[config.mk]
export PLATFORM = sky130hd
export DESIGN_NAME = router_pkt_tx
export DESIGN_NICKNAME = d
export VERILOG_FILES = /design/src/rtl/router_pkt_tx.sv
export SDC_FILE = /design/constraint.sdc
export NUM_CORES = 1
export LEC_CHECK = 0
export CORE_UTILIZATION = 45
export DETAILED_ROUTE_END_ITERATION = 10
export GPL_TIMING_DRIVEN = 0
export PLACE_DENSITY = 0.73
export SYNTH_ARGS = -nofsm -noshare
export SYNTH_HDL_FRONTEND = slang
export SYNTH_SLANG_ARGS = --single-unit
[constraint.sdc]
create_clock -name clock_i -period 2.1 [get_ports clock_i]
set_clock_uncertainty 0.15 [all_clocks]
set_input_delay 0.42 -clock clock_i [delete_from_list [all_inputs] [get_ports clock_i]]
set_output_delay 0.42 -clock clock_i [all_outputs]
set_load 0.005 [all_outputs]
[src/rtl/router_pkt_tx.sv]
// Packet transmitter feeding a router input: sends a header byte {len,addr}, the
// payload pulled from a show-ahead source, then an XOR parity byte.
module router_pkt_tx (
    input  logic       clock_i,
    input  logic       reset_i,
    input  logic       start_i,
    input  logic [1:0] dest_addr_i,
    input  logic [5:0] pay_len_i,
    input  logic       pay_avail_i,
    input  logic [7:0] pay_data_i,
    output logic       pay_rd_o,
    input  logic       busy_i,
    output logic [7:0] data_in_o,
    output logic       pkt_valid_o,
    output logic       ready_o,
    output logic       done_o,
    output logic       start_err_o
);

    typedef enum logic [1:0] {
        IDLE    = 2'd0,
        HEADER  = 2'd1,
        PAYLOAD = 2'd2,
        PARITY  = 2'd3
    } state_t;

    state_t     state_q, state_d;
    logic [5:0] len_q, len_d;
    logic [5:0] sent_q, sent_d;
    logic [7:0] data_q, data_d;
    logic [7:0] parity_q, parity_d;
    logic       valid_q, valid_d;
    logic       done_q, done_d;
    logic       err_q, err_d;

    logic       start_req;
    logic       start_legal;
    logic       accept;
    logic       more_bytes;
    logic       fetch;

    // A start is only considered when the payload source can cover the packet.
    assign start_req   = start_i && pay_avail_i;
    assign start_legal = (dest_addr_i != 2'd3) && (pay_len_i != 6'd0);
    assign accept      = (state_q != IDLE) && !busy_i;
    assign more_bytes  = (sent_q < len_q);
    assign fetch       = accept &&
                         ((state_q == HEADER) || ((state_q == PAYLOAD) && more_bytes));

    // State register
    always_ff @(posedge clock_i) begin
        if (reset_i) begin
            state_q <= IDLE;
        end else begin
            state_q <= state_d;
        end
    end

    // Next-state logic
    always_comb begin
        state_d = state_q;
        case (state_q)
            IDLE: begin
                if (start_req && start_legal) begin
                    state_d = HEADER;
                end
            end
            HEADER: begin
                if (accept) begin
                    state_d = PAYLOAD;
                end
            end
            PAYLOAD: begin
                if (accept && !more_bytes) begin
                    state_d = PARITY;
                end
            end
            PARITY: begin
                if (accept) begin
                    state_d = IDLE;
                end
            end
            default: state_d = IDLE;
        endcase
    end

    // Output logic; the pop strobe is squashed during reset so no byte is lost.
    always_comb begin
        pay_rd_o = fetch && !reset_i;
        ready_o  = (state_q == IDLE);
    end

    // Datapath next-state
    always_comb begin
        len_d    = len_q;
        sent_d   = sent_q;
        data_d   = data_q;
        parity_d = parity_q;
        valid_d  = valid_q;
        done_d   = 1'b0;
        err_d    = 1'b0;
        case (state_q)
            IDLE: begin
                if (start_req && start_legal) begin
                    len_d    = pay_len_i;
                    sent_d   = 6'd0;
                    data_d   = {pay_len_i, dest_addr_i};
                    parity_d = {pay_len_i, dest_addr_i};
                    valid_d  = 1'b1;
                end else if (start_req) begin
                    err_d = 1'b1;
                end
            end
            HEADER, PAYLOAD: begin
                if (fetch) begin
                    data_d   = pay_data_i;
                    parity_d = parity_q ^ pay_data_i;
                    sent_d   = sent_q + 6'd1;
                    valid_d  = 1'b1;
                end else if (accept) begin
                    data_d  = parity_q;
                    valid_d = 1'b0;
                end
            end
            PARITY: begin
                if (accept) begin
                    data_d  = 8'h00;
                    valid_d = 1'b0;
                    done_d  = 1'b1;
                end
            end
            default: begin
                data_d  = 8'h00;
                valid_d = 1'b0;
            end
        endcase
    end

    always_ff @(posedge clock_i) begin
        if (reset_i) begin
            len_q    <= 6'd0;
            sent_q   <= 6'd0;
            data_q   <= 8'h00;
            parity_q <= 8'h00;
            valid_q  <= 1'b0;
            done_q   <= 1'b0;
            err_q    <= 1'b0;
        end else begin
            len_q    <= len_d;
            sent_q   <= sent_d;
            data_q   <= data_d;
            parity_q <= parity_d;
            valid_q  <= valid_d;
            done_q   <= done_d;
            err_q    <= err_d;
        end
    end

    assign data_in_o   = data_q;
    assign pkt_valid_o = valid_q;
    assign done_o      = done_q;
    assign start_err_o = err_q;

endmodule

== Yosys cells after proc, flatten, opt, wreduce, memory -nomap -nowiden ==
Cells that the tools add are included.
Word-level totals
  flip-flop bits (word level): 33
  input port bits: 21
  logic and storage cells: 67
Cells by class
  $add $sub $neg: 1
  reductions and logical operators: 23
  equal/unequal tests: 10
  bitwise gates (word level): 3
  $lt $le $gt $ge: 1
  multiplexer cells: 21
Operator list (count)
  8-bit two-way mux: 5
  8-bit one-hot mux with 3 select lines: 1
  8-bit one-hot mux with 2 select lines: 1
  6-bit two-way mux: 2
  6-bit one-hot mux with 2 select lines: 1
  1-bit logical AND: 8
  2-bit two-way mux: 4
  2-bit != test (second input constant): 4
  2-bit one-hot mux with 4 select lines: 1
  8-bit bitwise XOR: 1
  6-bit by 1-bit adder with 6-bit output (second input constant): 1
  6-bit < comparator: 1
  3-bit AND reduction: 2
  6-bit nonzero test: 1
  1-bit two-way mux: 5
  2-bit equality test (second input constant): 2
  2-bit by 1-bit != test with 1-bit output (second input constant): 2
  4-bit AND reduction: 1
  2-bit nonzero test: 2
  2-bit OR reduction: 2
  1-bit zero test: 3
  3-bit != test (second input constant): 1
  1-bit one-hot mux with 3 select lines: 1
  3-bit OR reduction: 1
  5 further kinds: 6

== Depth between registers and ports, before layout ==
  word-level depth: 6
  gate-level depth with buffers: 9
  mapped depth without buffers: 7

== Least setup slack after synthesis ==
No wires, ideal clock.
  path kind: register -> register
  start: register len_q[3]
  end: register sent_q[5]
  arrival time: 1760 ps
  path buffers: 0
  stages on the path, launching flop included: 8
  clock period less this slack: 1980 ps
  setup slack: 120 ps
  library setup time: 70 ps
  cell sequence: dfxtp_1 inv_1 ha_1 a21oi_1 or3_1 o2111ai_4 or4_1 a21oi_1
Between the ends
  word-level cells in the longest chain between the ends: 6
RTL lines
  from (decl): line 28  | logic [5:0] len_q, len_d;
  from (signal assigned): line 149  | len_q <= len_d;
  6-bit < comparator: line 46  | assign more_bytes = (sent_q < len_q);
  1-bit logical AND: line 48  | ((state_q == HEADER) || ((state_q == PAYLOAD) && more_bytes));
  1-bit logical OR: line 48
  1-bit logical AND: line 47  | assign fetch = accept &&
  2-bit != test (no line)
  3-bit AND reduction (no line)
  to (signal assigned): line 150  | sent_q <= sent_d;
  to (decl): line 29  | logic [5:0] sent_q, sent_d;
No other way between the ends.
A chain may end at the register's enable or synchronous reset.

== Worst setup path after layout ==
  start: register len_q[5]
  end: output pay_rd_o
Between the ends
  word-level cells in the longest chain between the ends: 5
RTL lines
  6-bit < comparator: line 46
  1-bit logical AND: line 48
  1-bit logical OR: line 48
  1-bit logical AND: line 47
  1-bit logical AND: line 89  | pay_rd_o = fetch && !reset_i;
  to (decl): line 11  | output logic pay_rd_o,
No other way between the ends.

==> flow_summary.yaml <==
floorplanning:
  die_w_um: 67.23
  io_pins: 34
  num_rows: 23
  die_h_um: 67.23
  initial_core_util: 0.4752
  dieArea_um2: 4519
  core_area_um2: 4029
layout:
  fin_util: 0.6764
  drive_above_1_share: 0.2648
  antenna_cells: 0
  post-route-cell-area_um2: 2725
  final_nets: 317
  syn_to_final_growth_pct: 42.35
  fill_cells: 342
  fin_cells: 337
setup_path:
  arrival_ns: 1.79
  worstPathRequired_ns: 1.53
  critical_path.max_fanout: 3
  crit_type: "flip-flop to output pin"
  critPathCaptureType: "output pin"
  start_kind: "flip-flop"
yosys:
  synth_cell_types: 47
  yosys_most_used_dff: "dfxtp_1"
  synth_xor_area_frac: 0
  synth_warnings: 0
  muxShareOfSynthArea: 0.04706
  yosysTopAreaCell: "dfxtp_1"
  synth-simple-area-share: 0.1693
  synth_top_area_share: 0.3451
  synth-adder-area-share: 0.06536
  synth_edf_count: 0
  ys_async_sr_fraction: 0
  syn_inst: 230
  synthTopCellsByCount: "dfxtp_1 (33), nand2_1 (28), inv_1 (18), a21oi_1 (16)"
  synth_compound_area_frac: 0.3020
  ys_seq_elements: 33
  syn-cell-area_um2: 1914
  synth_area_leaders: "dfxtp_1 (35%), ha_1 (6.5%), nand2_1 (5.5%)"
  syn-num-nets: 261
  synth_most_common_cell: "dfxtp_1"
  avgSynthCellArea_um2: 8.323
  seq_area_frac_synth: 0.3451
  synth_top_family_by_area: "compound AO/OA/AOI/OAI gates"
route:
  drcViolationCount: 0
  ant_nets: 0
  drt_iter0_drc: 147
  avgRoutedWirePerCell_um: 17.90
  drt_first_pass_iters: 5
  viasPerCell: 6.050
  vias: 2039
  routed_wl_um: 6033
global_route:
  antenna_found_initial: 0
  grt_pass1_vias: 1865
  grt_pass1_wl_um: 8873
  grt-ovfl-total: 0
  grt_usage: 0.2679
  grt_max_degree: 12
power_and_ir_drop:
  seqPwrFrac: 0.265
  switching_share: 0.4367
  total_leakage_power_uw: 0.001084
  p_total_uw: 2918
  irDropWorstVdd_uv: 537.7
  p_sw_uw: 1274
  power_frac_clock: 0.166
  intPower_uw: 1644
  p_per_area_nw_per_um2: 1071
  pwr-share-comb: 0.568
outcome:
  failed_checks: "negative setup slack"
  status: "finished with violations"
clock_tree:
  path_clk_slew_ns: 0.07
  cts_root_buf: "clkbuf_8"
  numCtsBuffers: 5
  cts_num_sinks: 33
  cts-htree-levels: 2
  clockBufferDepth: 2
  cts_hold_buf: 0
  insertion_delay_ns: 0.30
  cts_tree: "done"
placed_design:
  placed_cell_area_um2: 2307
  place.gp.congestion: 0.8476
  dp_hpwl_um: 3771
  port_buffers: 33
  place_inst: 313
sta:
  slew_headroom: 0.6011
  finalWorstSetupSlack_ns: -0.2574
  rsz0062_at_grt: "yes"
  finalCritPeriodShare: 1.123
  setup_viol: 24
  tightest_slew_ns: 0.5984
  hold_violations: 0
  post-route-min-period_ns: 2.357
  fmax_mhz: 424.2
  slew_violations: 0
run:
  maxCapViolations: 0
min_path:
  worstHoldPathType: "flip-flop to flip-flop"
==> cells in the final DEF, fill, tap and decap left out, types with 9 or more instances in the layout <==
master / n
mux2i_1: 9
inv_1: 14
a21oi_1: 12
clkdlybuf4s50_1: 26
buf_4: 11
o31ai_1: 10
dfxtp_1: 25
nand2_1: 27
nor2_1: 11
==> flip-flops by register name, indices dropped and copies added (netlist names) <==
| name | flops |
|---|---|
| done_o | 1 |
| pkt_valid_o | 1 |
| state_q | 2 |
| parity_q | 8 |
| start_err_o | 1 |
| sent_q | 6 |
| len_q | 6 |
| data_in_o | 8 |
==> routing by layer <==
metal,vias to the layer above,routed length [µm],GRT usage,part of all wire
met1,963,2633,0.3423,0.44
met2,90,2818,0.4438,0.47
met5,-,0,0,0
met4,0,165,0.1064,0.027
met3,18,415,0.04730,0.069
li1,968,-,-,-
==> logic make-up (layout without fill, tap and decap cells) <==
family | Yosys count | after routing
adder cells (fa/ha/maj) | 10 | 10
multiplexers | 9 | 9
AND/OR/NAND/NOR | 66 | 66
flip-flops | 33 | 33
AO/OA/AOI/OAI | 79 | 79
buffers and inverters | 33 | 90
==> cell type report <==
type	instances	area, µm²	share of cell area
plain buffers	12	85.08	0.03122
clock buffers	6	72.57	0.02663
clock inverters	2	10.01	0.003673
inverters	20	76.32	0.02801
multi-input cells	164	1264	0.4637
flip-flops and latches	33	673.1	0.2470
well taps	50	62.56	0.02296
repair buffers	50	481.7	0.1768
==> power by group through the flow <==
stage	logic, µW	clock network, µW	registers (µW)
2_1_floorplan	925	0	775
3_3_place_gp	1320	0	781
3_5_place_dp	1340	0	783
4_1_cts	1520	486	771
5_1_grt	1780	513	783
6_report	1660	485	775
==> worst paths after layout <==
check                                  start            to  slack [ns]  cells past startpoint
worst min-delay path            data_in_o[1]  data_in_o[1]        0.36                      2
worst max register to register      len_q[5]  data_in_o[2]       -0.21                      9
worst min register to register  data_in_o[1]  data_in_o[1]        0.36                      2
worst max-delay path                len_q[5]      pay_rd_o       -0.26                      7
==> metrics by stage <==
stage | TNS [ns] | setup slack (ns) | hold WS, ns
detailed placement | -11.10 | -0.7601 | 0.3429
floorplan | 0 | 0.1199 | 0.3056
global placement | -11.13 | -0.7489 | 0.3305
finish | -3.688 | -0.2574 | 0.3560
CTS | -1.733 | -0.2107 | 0.3439
global route | -5.046 | -0.2836 | 0.3805
==> timing repair <==
item                                    in CTS  in global routing
gates cloned                                 0                  2
pin swaps                                   10                 12
buffers inserted                            20                  4
gates resized for setup                     45                 24
endpoints found under the setup margin      25                 27
==> critical path, stage by stage, from the launching register on <==
cell and delay [ns]:
dfxtp_2 0.35, inv_2 0.05, ha_4 0.26, nand4_1 0.12, or2_4 0.28, o2111ai_4 0.22
nor2_1 0.08, buf_2 0.13
No activity file was read; power rests on OpenSTA's default activity.
